<file path="config.mk">
export PLATFORM = sky130hd
export DESIGN_NAME = cmd_arbiter
export DESIGN_NICKNAME = d
export VERILOG_FILES = /design/src/rtl/cmd_arb_pkg.sv /design/src/rtl/cmd_arb_fifo.sv /design/src/rtl/cmd_arbiter.sv
export SDC_FILE = /design/constraint.sdc
export NUM_CORES = 1
export LEC_CHECK = 0
export CAP_MARGIN = 0
export CORE_ASPECT_RATIO = 1.1
export CORE_MARGIN = 5
export CORE_UTILIZATION = 25
export CTS_CLUSTER_SIZE = 10
export DETAILED_ROUTE_END_ITERATION = 6
export DONT_BUFFER_PORTS = 1
export GPL_TIMING_DRIVEN = 0
export PLACE_DENSITY = 0.46
export SLEW_MARGIN = 10
export SYNTH_ARGS = -nofsm -noshare
export SYNTH_HDL_FRONTEND = slang
export SYNTH_SLANG_ARGS = --single-unit
</file>
<file path="constraint.sdc">
create_clock -name clk -period 2.45 [get_ports clk]
set_input_delay 0.1225 -clock clk [delete_from_list [all_inputs] [get_ports clk]]
set_output_delay 0.1225 -clock clk [all_outputs]
set_load 0.02 [all_outputs]
</file>
<file path="src/rtl/cmd_arb_pkg.sv">
// Shared constants, entry layout, FSM encoding and round-robin helper for the
// register-write command arbiter.
package cmd_arb_pkg;

   localparam int CMD_ADDR_W  = 8;
   localparam int CMD_DATA_W  = 32;
   localparam int CMD_ENTRY_W = CMD_ADDR_W + CMD_DATA_W;
   localparam int CMD_SRC_W   = 2;
   localparam int MAX_SRC     = 4;

   typedef struct packed {
      logic [CMD_ADDR_W-1:0] addr;
      logic [CMD_DATA_W-1:0] data;
   } cmd_entry_t;

   typedef enum logic {
      IDLE = 1'b0,
      BUSY = 1'b1
   } arb_state_e;

   // Returns {found, index}: first requester after `last`, wrapping modulo num_src.
   function automatic logic [CMD_SRC_W:0] rr_pick(
      input logic [MAX_SRC-1:0]   req,
      input logic [CMD_SRC_W-1:0] last,
      input int                   num_src
   );
      logic [CMD_SRC_W:0] result;
      int                 idx;
      result = '0;
      for (int k = 1; k <= MAX_SRC; k++) begin
         idx = (int'(last) + k) % num_src;
         if ((k <= num_src) && !result[CMD_SRC_W] && req[idx[CMD_SRC_W-1:0]]) begin
            result = {1'b1, idx[CMD_SRC_W-1:0]};
         end
      end
      return result;
   endfunction

endpackage

</file>
<file path="src/rtl/cmd_arb_fifo.sv">
// Per-source command queue: DEPTH entries, combinational head, and a push on a
// full queue is accepted only when the head is popped in the same cycle.
module cmd_arb_fifo
   import cmd_arb_pkg::*;
#(
   parameter int DEPTH = 4,
   parameter int WIDTH = CMD_ENTRY_W
) (
   input  logic             clk,
   input  logic             reset,
   input  logic             push,
   input  logic [WIDTH-1:0] push_data,
   input  logic             pop,
   output logic [WIDTH-1:0] head,
   output logic             empty,
   output logic             full
);

   localparam int                 PTR_W    = $clog2(DEPTH);
   localparam logic [PTR_W:0]     FULL_CNT = (PTR_W + 1)'(DEPTH);

   logic [WIDTH-1:0] mem [DEPTH];
   logic [PTR_W-1:0] wr_ptr;
   logic [PTR_W-1:0] rd_ptr;
   logic [PTR_W:0]   count;
   logic             do_push;
   logic             do_pop;

   assign empty   = (count == '0);
   assign full    = (count == FULL_CNT);
   assign do_pop  = pop && !empty;
   assign do_push = push && (!full || do_pop);
   assign head    = mem[rd_ptr];

   // NOTE: sequential state uses non-blocking assignments so every register
   // samples the pre-edge values of its neighbours.
   always_ff @(posedge clk or posedge reset) begin
      if (reset) begin
         wr_ptr <= '0;
         rd_ptr <= '0;
         count  <= '0;
      end else begin
         if (do_push) wr_ptr <= wr_ptr + 1'b1;
         if (do_pop)  rd_ptr <= rd_ptr + 1'b1;
         case ({do_push, do_pop})
            2'b10:   count <= count + 1'b1;
            2'b01:   count <= count - 1'b1;
            default: count <= count;
         endcase
      end
   end

   // NOTE: storage has no reset; the pointers and count alone define which
   // entries are valid, so clearing the array would only cost reset fan-out.
   always_ff @(posedge clk) begin
      if (do_push) mem[wr_ptr] <= push_data;
   end

endmodule

</file>
<file path="src/rtl/cmd_arbiter.sv">
// Round-robin merge of fire-and-forget command sources onto one valid/ready
// register-write bus. Define CMD_ARB_TIMEOUT_EN to drop commands stalled too long.
module cmd_arbiter
   import cmd_arb_pkg::*;
#(
   parameter int NUM_SRC = 2,
   parameter int QDEPTH  = 4,
   parameter int TIMEOUT = 255
) (
   input  logic                          clk,
   input  logic                          reset,
   input  logic [NUM_SRC-1:0]            src_valid,
   input  logic [NUM_SRC*CMD_ADDR_W-1:0] src_addr,
   input  logic [NUM_SRC*CMD_DATA_W-1:0] src_data,
   input  logic                          ovf_clr,
   output logic [NUM_SRC-1:0]            src_overflow,
   output logic                          wr_valid,
   input  logic                          wr_ready,
   output logic [CMD_ADDR_W-1:0]         wr_addr,
   output logic [CMD_DATA_W-1:0]         wr_data,
   output logic [CMD_SRC_W-1:0]          wr_src,
   output logic                          timeout_err
);

   arb_state_e             state;
   arb_state_e             state_next;
   logic [CMD_SRC_W-1:0]   rr_ptr;
   logic [NUM_SRC-1:0]     q_empty;
   logic [NUM_SRC-1:0]     q_full;
   logic [NUM_SRC-1:0]     q_pop;
   logic [NUM_SRC-1:0]     q_drop;
   cmd_entry_t             q_head [NUM_SRC];
   logic [MAX_SRC-1:0]     req;
   logic [CMD_SRC_W:0]     pick;
   logic                   found;
   logic [CMD_SRC_W-1:0]   grant_src;
   logic                   grant_slot;
   logic                   grant;
   cmd_entry_t             grant_entry;
   logic                   expire;

   for (genvar i = 0; i < NUM_SRC; i++) begin : g_src
      cmd_entry_t push_entry;

      assign push_entry = '{addr: src_addr[i*CMD_ADDR_W +: CMD_ADDR_W],
                            data: src_data[i*CMD_DATA_W +: CMD_DATA_W]};
      assign q_pop[i]   = grant && (grant_src == CMD_SRC_W'(i));
      assign q_drop[i]  = src_valid[i] && q_full[i] && !q_pop[i];

      cmd_arb_fifo #(
         .DEPTH (QDEPTH),
         .WIDTH (CMD_ENTRY_W)
      ) u_fifo (
         .clk       (clk),
         .reset     (reset),
         .push      (src_valid[i]),
         .push_data (push_entry),
         .pop       (q_pop[i]),
         .head      (q_head[i]),
         .empty     (q_empty[i]),
         .full      (q_full[i])
      );
   end

   assign pick      = rr_pick(req, rr_ptr, NUM_SRC);
   assign found     = pick[CMD_SRC_W];
   assign grant_src = pick[CMD_SRC_W-1:0];

   // A new grant is allowed from IDLE, or from BUSY once the held command
   // leaves the bus by handshake or by timeout.
   assign grant_slot = (state == IDLE) || wr_ready || expire;
   assign grant      = grant_slot && found;

   // NOTE: every always_comb output gets a default before any branch so no
   // path can leave it unassigned and infer a latch.
   always_comb begin
      req                = '0;
      req[NUM_SRC-1:0]   = ~q_empty;
      grant_entry        = '0;
      for (int i = 0; i < NUM_SRC; i++) begin
         if (grant_src == CMD_SRC_W'(i)) grant_entry = q_head[i];
      end
   end

   always_comb begin
      state_next = state;
      case (state)
         IDLE:    if (found) state_next = BUSY;
         BUSY:    if (wr_ready || expire) state_next = found ? BUSY : IDLE;
         default: state_next = IDLE;
      endcase
   end

   always_ff @(posedge clk or posedge reset) begin
      if (reset) begin
         state        <= IDLE;
         rr_ptr       <= CMD_SRC_W'(NUM_SRC - 1);
         wr_addr      <= '0;
         wr_data      <= '0;
         wr_src       <= '0;
         src_overflow <= '0;
      end else begin
         state <= state_next;
         if (grant) begin
            rr_ptr  <= grant_src;
            wr_addr <= grant_entry.addr;
            wr_data <= grant_entry.data;
            wr_src  <= grant_src;
         end
         // A fresh overflow in the clearing cycle survives the clear.
         src_overflow <= (src_overflow & ~{NUM_SRC{ovf_clr}}) | q_drop;
      end
   end

   assign wr_valid = (state == BUSY);

`ifdef CMD_ARB_TIMEOUT_EN
   localparam int TMO_W = $clog2(TIMEOUT + 1);

   logic [TMO_W-1:0] tmo_cnt;

   // tmo_cnt holds the number of completed stalled cycles of the current command.
   assign expire = (state == BUSY) && !wr_ready && (tmo_cnt == TMO_W'(TIMEOUT));

   always_ff @(posedge clk or posedge reset) begin
      if (reset) begin
         tmo_cnt <= '0;
      end else if (grant || (state_next == IDLE)) begin
         tmo_cnt <= '0;
      end else if ((state == BUSY) && !wr_ready) begin
         tmo_cnt <= tmo_cnt + 1'b1;
      end
   end
`else
   // Without the timeout the bus waits forever; TIMEOUT has no effect here.
   assign expire = 1'b0 && (TIMEOUT > 0);
`endif

   assign timeout_err = expire;

endmodule

</file>
* Word-level counts from Yosys, hierarchy flattened
Memories as Yosys holds them, arrays and structs flattened.
Cells that the tools add are included.
** Storage, ports and cells
- Register bits after elaboration :: 60
- Bits in writable memories :: 320
- Input bits :: 86
- Output and inout bits :: 46
- Word-level logic and storage cells :: 84
- Memories :: 2
** Memories
- g_src[0].u_fifo.mem :: depth 4, width 40, read ports 1, clocked after memory_dff 0, wr ports 1, RTL line cmd_arb_fifo.sv:22 : logic [WIDTH-1:0] mem [DEPTH];
- g_src[1].u_fifo.mem :: depth 4, width 40, read ports 1, clocked after memory_dff 0, wr ports 1, RTL line cmd_arb_fifo.sv:22
** Cells by class
- $add $sub $neg :: 10
- Magnitude comparators :: 2
- Eq/ne operators :: 7
- Muxes and demuxes :: 17
- Bitwise gates (word level) :: 7
- Reduce and logical (&&, ||, !) cells :: 27
** Operator list (count)
- 40-bit 2-to-1 mux :: 2
- 1-bit logical AND :: 12
- 3-bit one-hot mux with 2 select lines :: 2
- 2-bit by 1-bit adder with 2-bit output (second input constant) :: 4
- 1-bit 2-to-1 mux :: 8
- 1-bit logical NOT :: 7
- 3-bit by 1-bit adder with 3-bit output (second input constant) :: 2
- 2-bit by 1-bit == test with 1-bit output (second input constant) :: 3
- 3-bit == test (second input constant) :: 2
- 3-bit logical NOT :: 2
- 2-bit by 3-bit < comparator with 1-bit output (second input constant) :: 2
- 3-bit 2-to-1 mux :: 2
- 3-bit by 1-bit subtractor with 3-bit output (second input constant) :: 2
- 1-bit binary-select mux with 2-bit select :: 2
- 2-bit == test (second input constant) :: 2
- 2-bit NOT :: 2
- 2-bit nonzero test :: 2
- 1-bit logical OR :: 3
- 1-bit adder (second input constant) :: 2
- 1-bit bitwise AND (first input constant) :: 2
- 2-bit bitwise AND :: 1
- 2-bit logical NOT :: 1
- 2-bit bitwise OR :: 1
- 1-bit one-hot mux with 2 select lines :: 1
- 1-bit NOT :: 1

* Depth between registers and ports, before layout
- Depth in word-level cells :: 15
- Mapped depth :: 10
- Mapped depth without buffers :: 10

* By module
A second synthesis with hierarchy kept.
** Unflattened totals
- Cells, all modules :: 690
- Area total of the unflattened synthesis :: 14566.5 um2
** By module, submodules not included
- cmd_arb_fifo :: times used 2, cells an instance 264, area an instance 6276.0 um2, seq. area each 4979.8 um2
- cmd_arbiter :: times used 1, cells an instance 162, area an instance 2014.4 um2, seq. area each 1127.3 um2

* Least setup slack after synthesis
OpenSTA, ideal clock, no wires.
- Path type :: flip-flop to flip-flop
- From :: reg g_src[0].u_fifo.count[1]
- To :: mem g_src[1].u_fifo.mem[0][0] in the netlist's numbering, enable pin
- Setup time :: 0.401 ns
- Data arrival time :: 2.323 ns
- Required time :: 2.049 ns
- Setup slack :: -0.275 ns
- Cell stages (with the launch flop) :: 5
- Path buffers :: 0
- Clock period less this slack :: 2.725 ns
- Path through :: dfrtp_1 > or3_4 > a221oi_2 > o21a_1 > and2_1
** Between the ends
- Cells in the longest elaborated chain, start to end :: 15
- Elaborated cells on any way between the ends :: 18
- Classes of those cells :: eq/ne (1); mux (8); bitwise (1); reduce/logical (8)
** Ends and longest elaborated chain
- start, declared :: RTL line cmd_arb_fifo.sv:25 : logic [PTR_W:0] count;
- start signal, assigned :: RTL line cmd_arb_fifo.sv:46 : 2'b10: count <= count + 1'b1;
- start signal, assigned :: RTL line cmd_arb_fifo.sv:47 : 2'b01: count <= count - 1'b1;
- start signal, assigned :: RTL line cmd_arb_fifo.sv:48 : default: count <= count;
- 3-bit logical NOT * :: RTL line cmd_arb_fifo.sv:29 : assign empty = (count == '0);
- 2-bit NOT * :: RTL line cmd_arbiter.sv:78 : req[NUM_SRC-1:0] = ~q_empty;
- 1-bit binary-select mux with 2-bit select :: RTL line cmd_arb_pkg.sv:32 : if ((k <= num_src) && !result[CMD_SRC_W] && req[idx[CMD_SRC_W-1:0]]) begin
- 1-bit 2-to-1 mux (not written as such) :: RTL line cmd_arb_pkg.sv:32
- 3-bit 2-to-1 mux :: RTL line cmd_arb_pkg.sv:32
- 1-bit logical NOT :: RTL line cmd_arb_pkg.sv:32
- 1-bit logical AND :: RTL line cmd_arb_pkg.sv:32
- 3-bit 2-to-1 mux * :: RTL line cmd_arb_pkg.sv:32
- 2-bit by 1-bit == test with 1-bit output or 1-bit logical AND (tied branches) :: RTL line cmd_arbiter.sv:47, cmd_arbiter.sv:72
- 1-bit logical AND * :: RTL line cmd_arbiter.sv:47 : assign q_pop[i] = grant && (grant_src == CMD_SRC_W'(i));
- 1-bit logical AND * :: RTL line cmd_arb_fifo.sv:31 : assign do_pop = pop && !empty;
- 1-bit logical OR * :: RTL line cmd_arb_fifo.sv:32 : assign do_push = push && (!full || do_pop);
- 1-bit logical AND * :: RTL line cmd_arb_fifo.sv:32
- 1-bit 2-to-1 mux * :: RTL line cmd_arb_fifo.sv:56 : if (do_push) mem[wr_ptr] <= push_data;
- 1-bit 2-to-1 mux (not written as such) * :: RTL line cmd_arb_fifo.sv:56
- end, declared :: RTL line cmd_arb_fifo.sv:22
Mark *: on every way between the ends. The rest lies on a longest branch, timed or not. The select of a mux whose other input is x is not followed.

* Worst setup path in the final report
- From :: reg g_src[1].u_fifo.count[2]
- To :: reg g_src[1].u_fifo.count[2]
** Between the ends
- Cells in the longest elaborated chain, start to end :: 15
- Elaborated cells on any way between the ends :: 25
- Classes of those cells :: add/sub (2); eq/ne (4); mux (7); bitwise (1); reduce/logical (11)
** Ends and longest elaborated chain
- start, declared :: RTL line cmd_arb_fifo.sv:25
- start signal, assigned :: RTL line cmd_arb_fifo.sv:46
- start signal, assigned :: RTL line cmd_arb_fifo.sv:47
- start signal, assigned :: RTL line cmd_arb_fifo.sv:48
- 3-bit logical NOT :: RTL line cmd_arb_fifo.sv:29
- 2-bit NOT :: RTL line cmd_arbiter.sv:78
- 1-bit binary-select mux with 2-bit select :: RTL line cmd_arb_pkg.sv:32
- 1-bit 2-to-1 mux (not written as such) :: RTL line cmd_arb_pkg.sv:32
- 3-bit 2-to-1 mux :: RTL line cmd_arb_pkg.sv:32
- 1-bit logical NOT :: RTL line cmd_arb_pkg.sv:32
- 1-bit logical AND :: RTL line cmd_arb_pkg.sv:32
- 3-bit 2-to-1 mux :: RTL line cmd_arb_pkg.sv:32
- 2-bit by 1-bit == test with 1-bit output or 1-bit logical AND (tied branches) :: RTL line cmd_arbiter.sv:47, cmd_arbiter.sv:72
- 1-bit logical AND :: RTL line cmd_arbiter.sv:47
- 1-bit logical AND :: RTL line cmd_arb_fifo.sv:31
- 1-bit logical OR :: RTL line cmd_arb_fifo.sv:32
- 1-bit logical AND :: RTL line cmd_arb_fifo.sv:32
- 2-bit by 1-bit == test with 1-bit output or 2-bit == test (tied branches) :: RTL line cmd_arb_fifo.sv:45 : case ({do_push, do_pop})
- 3-bit one-hot mux with 2 select lines or 2-bit nonzero test (tied branches)
Parallel ways exist; a longest one is shown, timed or not. The select of a mux whose other input is x is not followed.
A chain may end at the register's enable or synchronous reset.

==> impl_metrics.csv <==
group,metric,value,unit
floorplan,fp.dieArea,62080,sq um
grt,grt_usage,12.12,%
clock_tree,cts_sinks,379,
timing,hold_viol,0,
layout,multi_input_area,3062,sq um
worst_setup_path,critPathArrivalTime,2.83,ns
worst_hold_path,holdCritPathClass,"primary input to async pin",
timing,setup_viol,0,
detailed_routing,totalWireLength,37740,um
timing,worst_pin_slew,1.027,ns
synth,async_reset_ff_share,15.57,%
grt,grt_antenna_before_repair,5,
floorplan,initial_utilization,25.09,%
grt,grt_pass1_vias,7751,
pwr,power_density,1237,nW/um^2
clock_tree,clk_root_buffer_cell,"clkbuf_16",
place,dpl.hpwl,22800,um
layout,area_delta_synth_final,25.35,%
timing,slew_violations,0,
detailed_routing,drt_pass1_iterations,6,
run,drv_cap,0,
clock_tree,numCtsBuffers,46,
place,globalplace.congestion,0.6508,
worst_setup_path,cp_cell_sequence,"nor3_4 > buf_4 > a221oi_4 > o21a_4 > inv_1 > ha_4 > inv_1 > fa_2 > xor2_1 > nor2_1 > xor2_1",
layout,fin_area,17920,sq um
grt,grt_max_degree,47,
worst_setup_path,crit_required,2.93,ns
timing,slew_headroom,31.52,%
clock_tree,cts.htree.levels,2,
layout,final_cells,1638,
synth,syn_avg_cell_area,20.72,sq um
layout,final-seq-area,11090,sq um
place,placed_area,15460,sq um
worst_setup_path,cpPeakStageDelay,0.47,ns
worst_setup_path,path_class,"flop to flop",
pwr,p_total,22.16,mW
synth,ys_seq_area_share,77.54,%
worst_setup_path,path_buf_inv,3,
worst_setup_path,worstPathMaxFanout,4,
clock_tree,path_clk_slew,0.06,ns
worst_setup_path,rr_startpoint,"g_src[1].u_fifo.count[2]$_DFFE_PP0P_",
worst_setup_path,critPathSlowestCell,"dfrtp_1",
synth,mappedNetlistArea,14300,sq um
synth,synthFlopType,"edfxtp_1",
detailed_routing,drt_iter0_drc,433,
detailed_routing,num_vias,7068,
timing,worst_slack,0.1068,ns
timing,fin_worst_skew,0.01934,ns
place,dp_cells,1451,
pwr,ir_drop,0.4123,mV
timing,period_needed,2.343,ns
detailed_routing,drc,0,
clock_tree,clk-insertion-delay-late,0.56,ns
timing,fmax,426.8,MHz
layout,fill_cells,5518,
synth,synth_cell_type_count,37,
synth,yosysWarnings,0,
worst_setup_path,critPathLaunchType,"flop",
timing,setup_tns,0,ns
detailed_routing,wl_per_cell,23.04,um
floorplan,die_w,238.0,um
pwr,leakage,6.157,nW
floorplan,core_area,56980,sq um
layout,layout-drive-gt1-share,23.42,%
worst_setup_path,crit_start,"g_src[1].u_fifo.count[2]$_DFFE_PP0P_",
place,port_buffers,0,
synth,synth_edf_count,320,
layout,layout_common_cells,"edfxtp_1 (320), dlygate4sd3_1 (87), nand2_1 (84)",
status,outcome,"finished, final reports clean",
timing,post-route-period-util,95.64,%
layout,nets,946,
layout,final_common_cell,"edfxtp_1",
place,place_ws,-0.3498,ns
clock_tree,cts_tree,"done",
detailed_routing,drt.antenna.violating_nets,0,
clock_tree,clockBufferDepth,3,
floorplan,rows,92,
synth,ys_ff_latch,379,
floorplan,die_h,260.8,um
grt,overflow,0,
floorplan,io_pins,132,
worst_setup_path,crit_family,"adder cells",
grt,grt_pass1_wl,54640,um
detailed_routing,routed_via_density,4.315,
synth,syn_inst,690,
worst_setup_path,cp-end-kind,"flop",
==> power by group <==
| group | switching [mW] | leakage (nW) | internal, mW | total, mW |
|---|---|---|---|---|
| clock network | 2.57 | 0.666 | 3.79 | 6.36 |
| logic | 3.38 | 1.84 | 2.67 | 6.05 |
| registers | 1.07 | 3.65 | 8.69 | 9.75 |
| total | 7.01 | 6.16 | 15.2 | 22.2 |
==> area by class of cell <==
class | instances | share of cell area, %
Clock buffer | 75 | 7.205
Inverter | 14 | 0.3072
Multi-Input combinational cell | 263 | 17.08
Clock inverter | 9 | 0.5515
Tap cell | 752 | 5.250
Antenna cell | 2 | 0.02793
Buffer | 35 | 1.194
Timing Repair Buffer | 109 | 6.521
Sequential cell | 379 | 61.86
==> cells in the mapped netlist, drive strengths merged (2+ instances only) <==
cell type	number	area share (%)
nand3	2	0.070
mux4	80	13
ha	10	0.88
xor2	6	0.42
inv	14	0.37
fa	2	0.28
nor2	4	0.10
edfxtp	320	67
a22o	2	0.12
buf	26	1.2
dfrtp	58	10
o21ai	2	0.15
xnor2	6	0.37
and3	4	0.17
a22oi	40	2.1
nand2	84	2.2
and2	4	0.17
clkbuf	10	0.26
a21o	2	0.10
==> final timing paths <==
check,to,slack (ns),cells after the start
min in group clk,rr_ptr[0]$_DFFE_PP1N_,0.20,5
max in group asynchronous,wr_data[28]$_DFFE_PP0N_,1.16,3
hold reg to reg,g_src[0].u_fifo.count[0]$_DFFE_PP0P_,0.50,1
hold / removal,wr_data[19]$_DFFE_PP0N_,0.12,3
setup / recovery,g_src[1].u_fifo.count[2]$_DFFE_PP0P_,0.11,11
setup reg to reg,g_src[1].u_fifo.count[2]$_DFFE_PP0P_,0.11,11
==> worst register-to-register path: cells and delay by family, from the launching register on <==
family	cells	cell delay [ns]
AOI/OAI and AO/OA	2	0.28
xor gates and xnor gates	2	0.30
adders and majority gates	2	0.51
buffers and inverters	3	0.30
DFF	1	0.47
and+or+nand+nor	2	0.39
==> metrics by stage <==
step                      hold slack (ns)  util, %
after floorplan                    0.2214        -
after global placement             0.2216    26.79
after detailed placement         -0.04067    27.13
after CTS                          0.1005    31.32
after global routing               0.1326    31.45
final                              0.1246    31.45
==> state kept, by name, indices dropped and copies added, names as in the netlist <==
name / count
rr_ptr: 1
g_src.u_fifo.count: 6
wr_valid: 1
wr_src: 1
g_src.u_fifo.rd_ptr: 4
src_overflow: 2
wr_data: 32
wr_addr: 8
g_src.u_fifo.mem: 320
g_src.u_fifo.wr_ptr: 4
==> cells by family after synthesis <==
logic type / share of synthesized area [%]
flip-flops: 77.54
AND/OR/NAND/NOR: 2.984
multiplexers: 12.75
AO/OA/AOI/OAI: 2.940
buffers and inverters: 1.812
adder cells (fa/ha/maj): 1.155
XOR/XNOR: 0.7876
other: 0.02623
==> routing by layer <==
layer / GRT usage (%) / vias up / part of all wire [%]
met3: 3.794 / 61 / 6.6
li1: - / 3076 / -
met1: 15.72 / 3765 / 43
met4: 3.253 / 6 / 2.2
met5: 0 / - / 0.11
met2: 19.84 / 160 / 48
==> repair_timing <==
item                                    CTS  global route
hold buffers                             87             0
pin swaps                                 6             9
cloned                                    1             0
hold endpoints to repair                424             0
endpoints found under the setup margin  209            99
resized for setup                        10             6
setup buffers                             9             5
Note: power is estimated with default switching activity, not from simulation.
